--- src/rtl/mc_control_unit.sv ---
// Multi-cycle MIPS control unit: sequences FETCH/DECODE/EXEC/MEM/WB and counts retired instructions.
// Optional mult/div support (func 0x18/0x1A, MULDIV state) is enabled by defining MC_CU_MULDIV_EN.
module mc_control_unit #(
    parameter int unsigned ALUOP_W       = 6,
    parameter int unsigned CNT_W         = 32,
    parameter int unsigned MULDIV_CYCLES = 8
) (
    input  logic               clk,
    input  logic               rst_n,
    input  logic [5:0]         opcode,
    input  logic [5:0]         func,
    input  logic               zero,
    input  logic               mem_ready,
    output logic               mem_req,
    output logic               MemWrite,
    output logic               IorD,
    output logic               IRWrite,
    output logic               PCWrite,
    output logic [1:0]         PCSource,
    output logic               ALUsrcA,
    output logic [1:0]         ALUsrcB,
    output logic [ALUOP_W-1:0] ALUOp,
    output logic               RegDest,
    output logic               MemToReg,
    output logic               RegWrite,
    output logic               jalCtrl,
    output logic               illegal,
    output logic               halted,
    output logic [CNT_W-1:0]   retired
);

    localparam logic [5:0] OpRtype = 6'h00;
    localparam logic [5:0] OpJ     = 6'h02;
    localparam logic [5:0] OpJal   = 6'h03;
    localparam logic [5:0] OpBeq   = 6'h04;
    localparam logic [5:0] OpBne   = 6'h05;
    localparam logic [5:0] OpAddi  = 6'h08;
    localparam logic [5:0] OpLw    = 6'h23;
    localparam logic [5:0] OpSw    = 6'h2B;

    localparam logic [5:0] FnAdd = 6'h20;
    localparam logic [5:0] FnSub = 6'h22;
    localparam logic [5:0] FnAnd = 6'h24;
    localparam logic [5:0] FnOr  = 6'h25;
    localparam logic [5:0] FnSlt = 6'h2A;
    localparam logic [5:0] FnJr  = 6'h08;
    localparam logic [5:0] FnSys = 6'h0C;
`ifdef MC_CU_MULDIV_EN
    localparam logic [5:0] FnMult = 6'h18;
    localparam logic [5:0] FnDiv  = 6'h1A;
    localparam int unsigned MdCntW = (MULDIV_CYCLES > 1) ? $clog2(MULDIV_CYCLES) : 1;
`endif

    localparam logic [ALUOP_W-1:0] AluAdd = ALUOP_W'(6'h20);
    localparam logic [ALUOP_W-1:0] AluSub = ALUOP_W'(6'h22);

    typedef enum logic [2:0] {
        StFetch,
        StDecode,
        StExec,
        StMem,
        StWb,
        StHalt
`ifdef MC_CU_MULDIV_EN
        , StMulDiv
`endif
    } state_e;

    state_e             r_state;
    state_e             w_state_d;
    logic               w_retire;
    logic [CNT_W-1:0]   r_retired;
    logic               w_is_rtype;
    logic               w_op_legal;
    logic               w_func_legal;
    logic               w_legal;
    logic               w_is_jr;
    logic               w_is_sys;
    logic [ALUOP_W-1:0] w_alu_func;
`ifdef MC_CU_MULDIV_EN
    logic               w_is_md;
    logic [MdCntW-1:0]  r_md_cnt;
`else
    logic               w_unused_md;
    assign w_unused_md = ^MULDIV_CYCLES;
`endif

    assign w_is_rtype = (opcode == OpRtype);
    assign w_is_jr    = w_is_rtype && (func == FnJr);
    assign w_is_sys   = w_is_rtype && (func == FnSys);
    assign w_alu_func = ALUOP_W'(func);
`ifdef MC_CU_MULDIV_EN
    assign w_is_md    = w_is_rtype && ((func == FnMult) || (func == FnDiv));
`endif

    always_comb begin
        case (opcode)
            OpRtype, OpJ, OpJal, OpBeq, OpBne, OpAddi, OpLw, OpSw: w_op_legal = 1'b1;
            default:                                               w_op_legal = 1'b0;
        endcase
        case (func)
            FnAdd, FnSub, FnAnd, FnOr, FnSlt, FnJr, FnSys: w_func_legal = 1'b1;
`ifdef MC_CU_MULDIV_EN
            FnMult, FnDiv:                                 w_func_legal = 1'b1;
`endif
            default:                                       w_func_legal = 1'b0;
        endcase
    end

    assign w_legal = w_op_legal && (!w_is_rtype || w_func_legal);

    always_comb begin
        w_state_d = r_state;
        w_retire  = 1'b0;
        case (r_state)
            StFetch:  if (mem_ready) w_state_d = StDecode;
            StDecode: w_state_d = w_legal ? StExec : StFetch;
            StExec: begin
                if (w_is_rtype) begin
                    if (w_is_jr) begin
                        w_retire  = 1'b1;
                        w_state_d = StFetch;
                    end else if (w_is_sys) begin
                        w_retire  = 1'b1;
                        w_state_d = StHalt;
`ifdef MC_CU_MULDIV_EN
                    end else if (w_is_md) begin
                        w_state_d = StMulDiv;
`endif
                    end else begin
                        w_state_d = StWb;
                    end
                end else if (opcode == OpLw || opcode == OpSw) begin
                    w_state_d = StMem;
                end else if (opcode == OpAddi) begin
                    w_state_d = StWb;
                end else begin
                    // beq/bne/j/jal complete in EXEC
                    w_retire  = 1'b1;
                    w_state_d = StFetch;
                end
            end
            StMem: begin
                if (mem_ready) begin
                    if (opcode == OpSw) begin
                        w_retire  = 1'b1;
                        w_state_d = StFetch;
                    end else begin
                        w_state_d = StWb;
                    end
                end
            end
            StWb: begin
                w_retire  = 1'b1;
                w_state_d = StFetch;
            end
            StHalt: w_state_d = StHalt;
`ifdef MC_CU_MULDIV_EN
            StMulDiv: begin
                if (r_md_cnt == '0) begin
                    w_retire  = 1'b1;
                    w_state_d = StFetch;
                end
            end
`endif
            default: w_state_d = StFetch;
        endcase
    end

    always_ff @(posedge clk or negedge rst_n) begin
        if (!rst_n) begin
            r_state   <= StFetch;
            r_retired <= '0;
`ifdef MC_CU_MULDIV_EN
            r_md_cnt  <= '0;
`endif
        end else begin
            r_state <= w_state_d;
            if (w_retire) r_retired <= r_retired + CNT_W'(1);
`ifdef MC_CU_MULDIV_EN
            if (r_state == StExec && w_state_d == StMulDiv) begin
                r_md_cnt <= MdCntW'(MULDIV_CYCLES - 1);
            end else if (r_state == StMulDiv && r_md_cnt != '0) begin
                r_md_cnt <= r_md_cnt - MdCntW'(1);
            end
`endif
        end
    end

    assign retired = r_retired;

    // Outputs are forced low while reset is asserted so mem_req drops asynchronously.
    always_comb begin
        mem_req  = 1'b0;
        MemWrite = 1'b0;
        IorD     = 1'b0;
        IRWrite  = 1'b0;
        PCWrite  = 1'b0;
        PCSource = 2'd0;
        ALUsrcA  = 1'b0;
        ALUsrcB  = 2'd0;
        ALUOp    = '0;
        RegDest  = 1'b0;
        MemToReg = 1'b0;
        RegWrite = 1'b0;
        jalCtrl  = 1'b0;
        illegal  = 1'b0;
        halted   = 1'b0;
        if (rst_n) begin
            case (r_state)
                StFetch: begin
                    mem_req = 1'b1;
                    ALUsrcB = 2'd1;
                    ALUOp   = AluAdd;
                    IRWrite = mem_ready;
                    PCWrite = mem_ready;
                end
                StDecode: begin
                    ALUsrcB = 2'd3;
                    ALUOp   = AluAdd;
                    illegal = !w_legal;
                end
                StExec: begin
                    if (w_is_rtype) begin
                        ALUsrcA = 1'b1;
                        ALUOp   = w_alu_func;
                        if (w_is_jr) begin
                            PCWrite  = 1'b1;
                            PCSource = 2'd3;
                        end
                    end else if (opcode == OpLw || opcode == OpSw || opcode == OpAddi) begin
                        ALUsrcA = 1'b1;
                        ALUsrcB = 2'd2;
                        ALUOp   = AluAdd;
                    end else if (opcode == OpBeq || opcode == OpBne) begin
                        ALUsrcA  = 1'b1;
                        ALUOp    = AluSub;
                        PCSource = 2'd1;
                        PCWrite  = zero ^ (opcode == OpBne);
                    end else begin
                        PCWrite  = 1'b1;
                        PCSource = 2'd2;
                        jalCtrl  = (opcode == OpJal);
                        RegWrite = (opcode == OpJal);
                    end
                end
                StMem: begin
                    mem_req  = 1'b1;
                    IorD     = 1'b1;
                    MemWrite = (opcode == OpSw);
                end
                StWb: begin
                    RegWrite = 1'b1;
                    RegDest  = w_is_rtype;
                    MemToReg = (opcode == OpLw);
                end
                StHalt: halted = 1'b1;
`ifdef MC_CU_MULDIV_EN
                StMulDiv: ALUOp = w_alu_func;
`endif
                default: ;
            endcase
        end
    end

endmodule

--- config.mk ---
export PLATFORM = sky130hd
export DESIGN_NAME = mc_control_unit
export DESIGN_NICKNAME = d
export VERILOG_FILES = /design/src/rtl/mc_control_unit.sv
export SDC_FILE = /design/constraint.sdc
export NUM_CORES = 1
export LEC_CHECK = 0
export BUFFER_PORTS_ARGS = -buffer_cell sky130_fd_sc_hd__buf_4
export CORE_MARGIN = 2
export CORE_UTILIZATION = 52
export CTS_CLUSTER_SIZE = 16
export DETAILED_ROUTE_END_ITERATION = 7
export GPL_TIMING_DRIVEN = 1
export PLACE_DENSITY = 0.79
export SYNTH_ARGS = -nofsm -noshare
export SYNTH_HDL_FRONTEND = slang
export SYNTH_SLANG_ARGS = --single-unit
--- constraint.sdc ---
create_clock -name clk -period 2.5 [get_ports clk]
set_input_delay 0.25 -clock clk [delete_from_list [all_inputs] [get_ports clk]]
set_output_delay 0.25 -clock clk [all_outputs]
set_load 0.005 [all_outputs]
==> Yosys cells after proc, flatten, opt, wreduce, memory -nomap -nowiden <==
Cells that the tools add are included.
{ "word_totals": {"in_bits": 16, "ff_bits": 35, "out_inout_bits": 54, "wordCells": 110} }
{ "classes": {"reduce_logical": 16, "bitwise": 1, "muxes": 69, "addsub": 1, "n_eq_ne": 21} }
{ "op_table": {"columns": ["cell", "count"], "rows": [
  ["$eq A6 B6 Y1 const B", 7],
  ["$mux W1", 42],
  ["$add A32 B1 Y32 const B", 1],
  ["$mux W6", 4],
  ["$mux W3", 7],
  ["$mux W2", 10],
  ["$eq A6 B4 Y1 const B", 3],
  ["$pmux W3 S5", 1],
  ["$eq A6 B2 Y1 const B", 2],
  ["$eq A6 B3 Y1 const B", 2],
  ["$pmux W6 S2", 1],
  ["$reduce_or A8 Y1", 1],
  ["$reduce_or A7 Y1", 1],
  ["$eq A3 B2 Y1 const B", 2],
  ["$eq A3 B3 Y1 const B", 2],
  ["$logic_not A6 Y1", 1],
  ["$pmux W2 S3", 1],
  ["$logic_or A1 B1 Y1", 4],
  ["$ne A2 B2 Y1 const B", 2],
  ["$pmux W1 S2", 2],
  ["$reduce_or A2 Y1", 2],
  ["$eq A3 B1 Y1 const B", 1],
  ["$logic_and A1 B1 Y1", 3],
  ["$logic_not A3 Y1", 1],
  ["other kinds (4)", 5]
]} }

==> Depth between registers and ports, before layout <==
{ "depth": {"ltp_word": 8, "mapped_depth": 8, "depth_no_buf": 6} }

==> Worst setup path after synthesis <==
OpenSTA, ideal clock, no wires.
{ "synth_path": {"kind": "register -> register", "from": "register r_state[2]", "to": "register r_retired[6], in the netlist retired[6]", "period_less_slack_ns": 1.788, "slack_ns": 0.712, "arrival_ns": 1.657, "setup_ns": 0.130, "required_ns": 2.370, "n_path_buf": 2, "path_stages_with_launch": 8, "cell_sequence": "dfrtp_1 and4b_1 and4_4 o21ai_4 buf_2 buf_12 a21oi_2 xor2_1"} }
{ "synth_via": {"elab_chain_len": 2, "word_cells_on_any_way": 4, "cone_classes": "eq/ne: 3; mux: 1"} }
{ "synth_rtl": {"columns": ["element", "line_no", "text"], "rows": [
  ["from (decl)", "69", "state_e r_state;"],
  ["from (signal assigned)", "172", "r_state <= StFetch;"],
  ["from (signal assigned)", "178", "r_state <= w_state_d;"],
  ["$eq A3 B3 Y1 or $eq A3 B2 Y1 (tied branches)", "115", "case (r_state)"],
  ["$pmux W1 S3 *", "115", null],
  ["to (signal assigned)", "179", "if (w_retire) r_retired <= r_retired + CNT_W'(1);"],
  ["to (decl)", "72", "logic [CNT_W-1:0] r_retired;"]
]} }
Every way passes the cells marked *; elsewhere a longest branch is shown, timed or not.
A chain may end at the register's enable or synchronous reset.

==> Worst setup path after layout <==
{ "layout_path": {"from": "register r_state[0]", "to": "output RegWrite"} }
{ "layout_via": {"elab_chain_len": 3, "word_cells_on_any_way": 4, "cone_classes": "eq/ne: 2; mux: 2"} }
{ "layout_rtl": {"columns": ["element", "line_no", "text"], "rows": [
  ["$eq A3 B3 Y1 or $eq A3 B2 Y1 (tied branches)", "210", "case (r_state)"],
  ["$pmux W1 S2 *", "210", null],
  ["$mux W1 *", "209", "if (rst_n) begin"],
  ["to (decl)", "25", "output logic RegWrite,"]
]} }
Marks and branches as above.

==> impl_metrics.tcl <==
set metrics [dict create \
    cp_slowest_cell "dfrtp_1" \
    drtIter0Drc 188 \
    drt_wl_total_um 6040 \
    tritoncts "yes" \
    top_layer "met4" \
    async_flop_share_pct 100 \
    ys_ff_latch 35 \
    track_usage_pct 23.7 \
    finalSetupTns_ns 0 \
    p_per_area_nw_per_um2 476 \
    ios 70 \
    synth_compound_area_share_pct 20.4 \
    dp_slack_ns 0.461 \
    synth.area.top_cells "dfrtp_1 36%, xor2_1 10%, a2111oi_2 3.7%, a21oi_1 3.3%, a21oi_2 3.2%" \
    period_minus_slack_ns 2.31 \
    critical_path_arrival_ns 2.06 \
    r2r_slack_ns 0.47 \
    fmax_mhz 432 \
    wl_met3_um 436 \
    core.rowCount 25 \
    yosys.area.top_type "dfrtp_1" \
    synthCells 253 \
    worst_pin_slew_ns 0.662 \
    setup_slack_ns 0.186 \
    cap_violations 0 \
    yosysMostFrequentCell "dfrtp_1" \
    antenna_found_initial 0 \
    ant_nets 0 \
    ctsLongestPathBuffers 2 \
    synth.area.mux_share_pct 0.864 \
    synthXorXnorAreaFrac_pct 11.4 \
    critPathKind "flip-flop to output port" \
    reg2reg_from "r_state[0]$_DFFE_PN0P_" \
    yosys.area_share.simple_pct 26.3 \
    wl_met1_um 2650 \
    synth_top_family_by_area "simple AND/OR/NAND/NOR gates" \
    endpoint_kind "output port" \
    gr-total-overflow 0 \
    initial_core_util_pct 53.2 \
    route.detailed.vias_per_inst 5.88 \
    synth_common_cells "35 x dfrtp_1, 29 x xor2_1, 21 x nand2_1, 16 x a21oi_1, 15 x nor2_1" \
    path_cells "nand2b_1 -> or2_2 -> nor4_1 -> nand2b_1 -> buf_4" \
    skew_ns 0.00720 \
    wl_met2_um 2900 \
    rsz0062_at_grt "no" \
    via_count 2240 \
    synth_fp_nets 270 \
    grt_pass1_wl_um 9940 \
    max_stage_delay_ns 0.53 \
    grt_start_max_net_pins 34 \
    drive_gt1_share_pct 37.6 \
    drc_errors 0 \
    seq_area_frac_synth_pct 35.6 \
    synth_warnings 0 \
    cts_buffers 5 \
    syn-cell-area_um2 2460 \
    root_buffer "clkbuf_8" \
    setup_viol 0 \
    die_w_um 72.8 \
    die_y_um 72.8 \
    diodes 0 \
    port_buffers 69 \
    cts.clk_slew.worst_paths_ns 0.07 \
    die_area_um2 5300 \
    ys_types 55 \
    r2r_cells 6 \
    cp_max_fo 14 \
    hold_path.class "input port to flip-flop" \
    reg2reg_to "retired[23]$_DFFE_PN0P_" \
    vdd_drop_max_mv 0.488 \
    syn2layout_area_growth_pct 26.7 \
    power.leakage_nw 1.50 \
    ctsHtreeMaxLevel 2 \
    wl_per_cell_um 15.9 \
    power.total_mw 1.48 \
    gp_congestion 0.918 \
    synth_top_area_share_pct 35.6 \
    status "completed" \
    finalMaxSlewViolations 0 \
    insertion_delay_ns 0.29 \
    synth_fa_ha_area_share_pct 0.508 \
    cts.sinks 35 \
    postSynthAreaPerCell_um2 9.73 \
    post-cts-setup-buffers 0 \
    first_pass_iters 4 \
    max_slew_margin_pct 55.2 \
    cpMostUsedCell "nand2b_1" \
    startpoint_type "flip-flop" \
    synth_enable_flop_cells 0 \
    finalCritPeriodShare_pct 92.5 \
    nets 343 \
    grt_pass1_vias 2071 \
    fin_util_pct 67.4 \
    endpoint "RegWrite" \
    critical_path.startpoint "r_state[0]$_DFFE_PN0P_" \
    required_ns 2.25 \
    dpl.hpwl_um 4490 \
    synthFlopType "dfrtp_1" \
    fp.coreArea_um2 4630 \
    finalHoldViolations 0 \
]
-- cells in the final DEF (no fill, tap or decap), types with 3 or more instances in the layout --
| cell | Yosys | layout |
|---|---|---|
| a2111oi_2 | 6 | 6 |
| and3_1 | 11 | 11 |
| nand2b_1 | 5 | 5 |
| a21oi_2 | 9 | 9 |
| xnor2_1 | 3 | 3 |
| inv_1 | 6 | 6 |
| a21oi_1 | 16 | 16 |
| nand2_1 | 21 | 21 |
| nor4_2 | 3 | 3 |
| xor2_1 | 29 | 29 |
| a211oi_2 | 4 | 4 |
| clkbuf_8 | 0 | 5 |
| nor3b_1 | 3 | 3 |
| nand3_1 | 13 | 13 |
| o21ai_0 | 5 | 5 |
| nor3_1 | 4 | 4 |
| o21bai_1 | 4 | 4 |
| nand4_1 | 10 | 10 |
| buf_4 | 1 | 76 |
| dfrtp_1 | 35 | 35 |
| nor2_1 | 15 | 15 |
-- flip-flops by register name, indices dropped and copies added, names as in the netlist --
name	flops
r_state	3
retired	32
-- critical path, delay by kind of cell, from the launching register on --
kind                   cells  cell delay [ns]
and+or+nand+nor            4             1.14
buffers and inverters      1             0.10
DFF                        1             0.53
-- worst min-delay path by stage --
stage	start	to	slack, ns	cells after the start
finish	mem_ready	r_state[1]$_DFFE_PN0P_	0.30	3
global route	mem_ready	r_state[1]$_DFFE_PN0P_	0.30	3
CTS	mem_ready	r_state[1]$_DFFE_PN0P_	0.29	3
detailed placement	rst_n	r_state[1]$_DFFE_PN0P_	0.07	1
global placement	rst_n	r_state[0]$_DFFE_PN0P_	0.07	1
floorplan	rst_n	r_state[0]$_DFFE_PN0P_	-0.05	0
-- metal layers --
metal / vias to the layer above / GRT usage [%]
li1: 1063 / -
met1: 1079 / 33.6
met2: 92 / 36.9
met3: 6 / 4.56
met4: 0 / 7.20
met5: - / 0
-- layout make-up --
| type | instances | area (µm²) |
|---|---|---|
| clock buffers | 5 | 68.8 |
| multi-input cells | 200 | 1460 |
| well taps | 54 | 67.6 |
| repair buffers | 78 | 601 |
| fillers | 384 | 1510 |
| inverters | 6 | 22.5 |
| flip-flops and latches | 35 | 876 |
| clock inverters | 3 | 20.0 |
-- stage by stage --
step / hold WS (ns) / cell area (µm²) / std cells
CTS: 0.291 / 3120 / 381
finish: 0.302 / 3120 / 381
global route: 0.299 / 3120 / 381
global placement: 0.0651 / 3020 / 372
detailed placement: 0.0658 / 3020 / 372
floorplan: -0.0456 / 2460 / 253
-- what timing repair did --
action	4_1_cts	5_1_grt
setup endpoints to repair	0	0
endpoints found under the hold margin	2	0
gates resized for setup	0	0
hold buffers	1	0
-- where the power goes --
group / leakage [nW] / internal (mW) / total (mW) / switching, mW
clock: 0.0402 / 0.194 / 0.411 / 0.217
combinational: 0.989 / 0.176 / 0.403 / 0.228
sequential: 0.467 / 0.601 / 0.670 / 0.0691
-- logic make-up after synthesis --
| group | after synthesis |
|---|---|
| and+or+nand+nor | 108 |
| AOI/OAI and AO/OA | 57 |
| DFF | 35 |
| xor gates and xnor gates | 32 |
| buffers and inverters | 18 |
| muxes | 2 |
| adders and majority gates | 1 |
(Power assumes the default switching activity.)
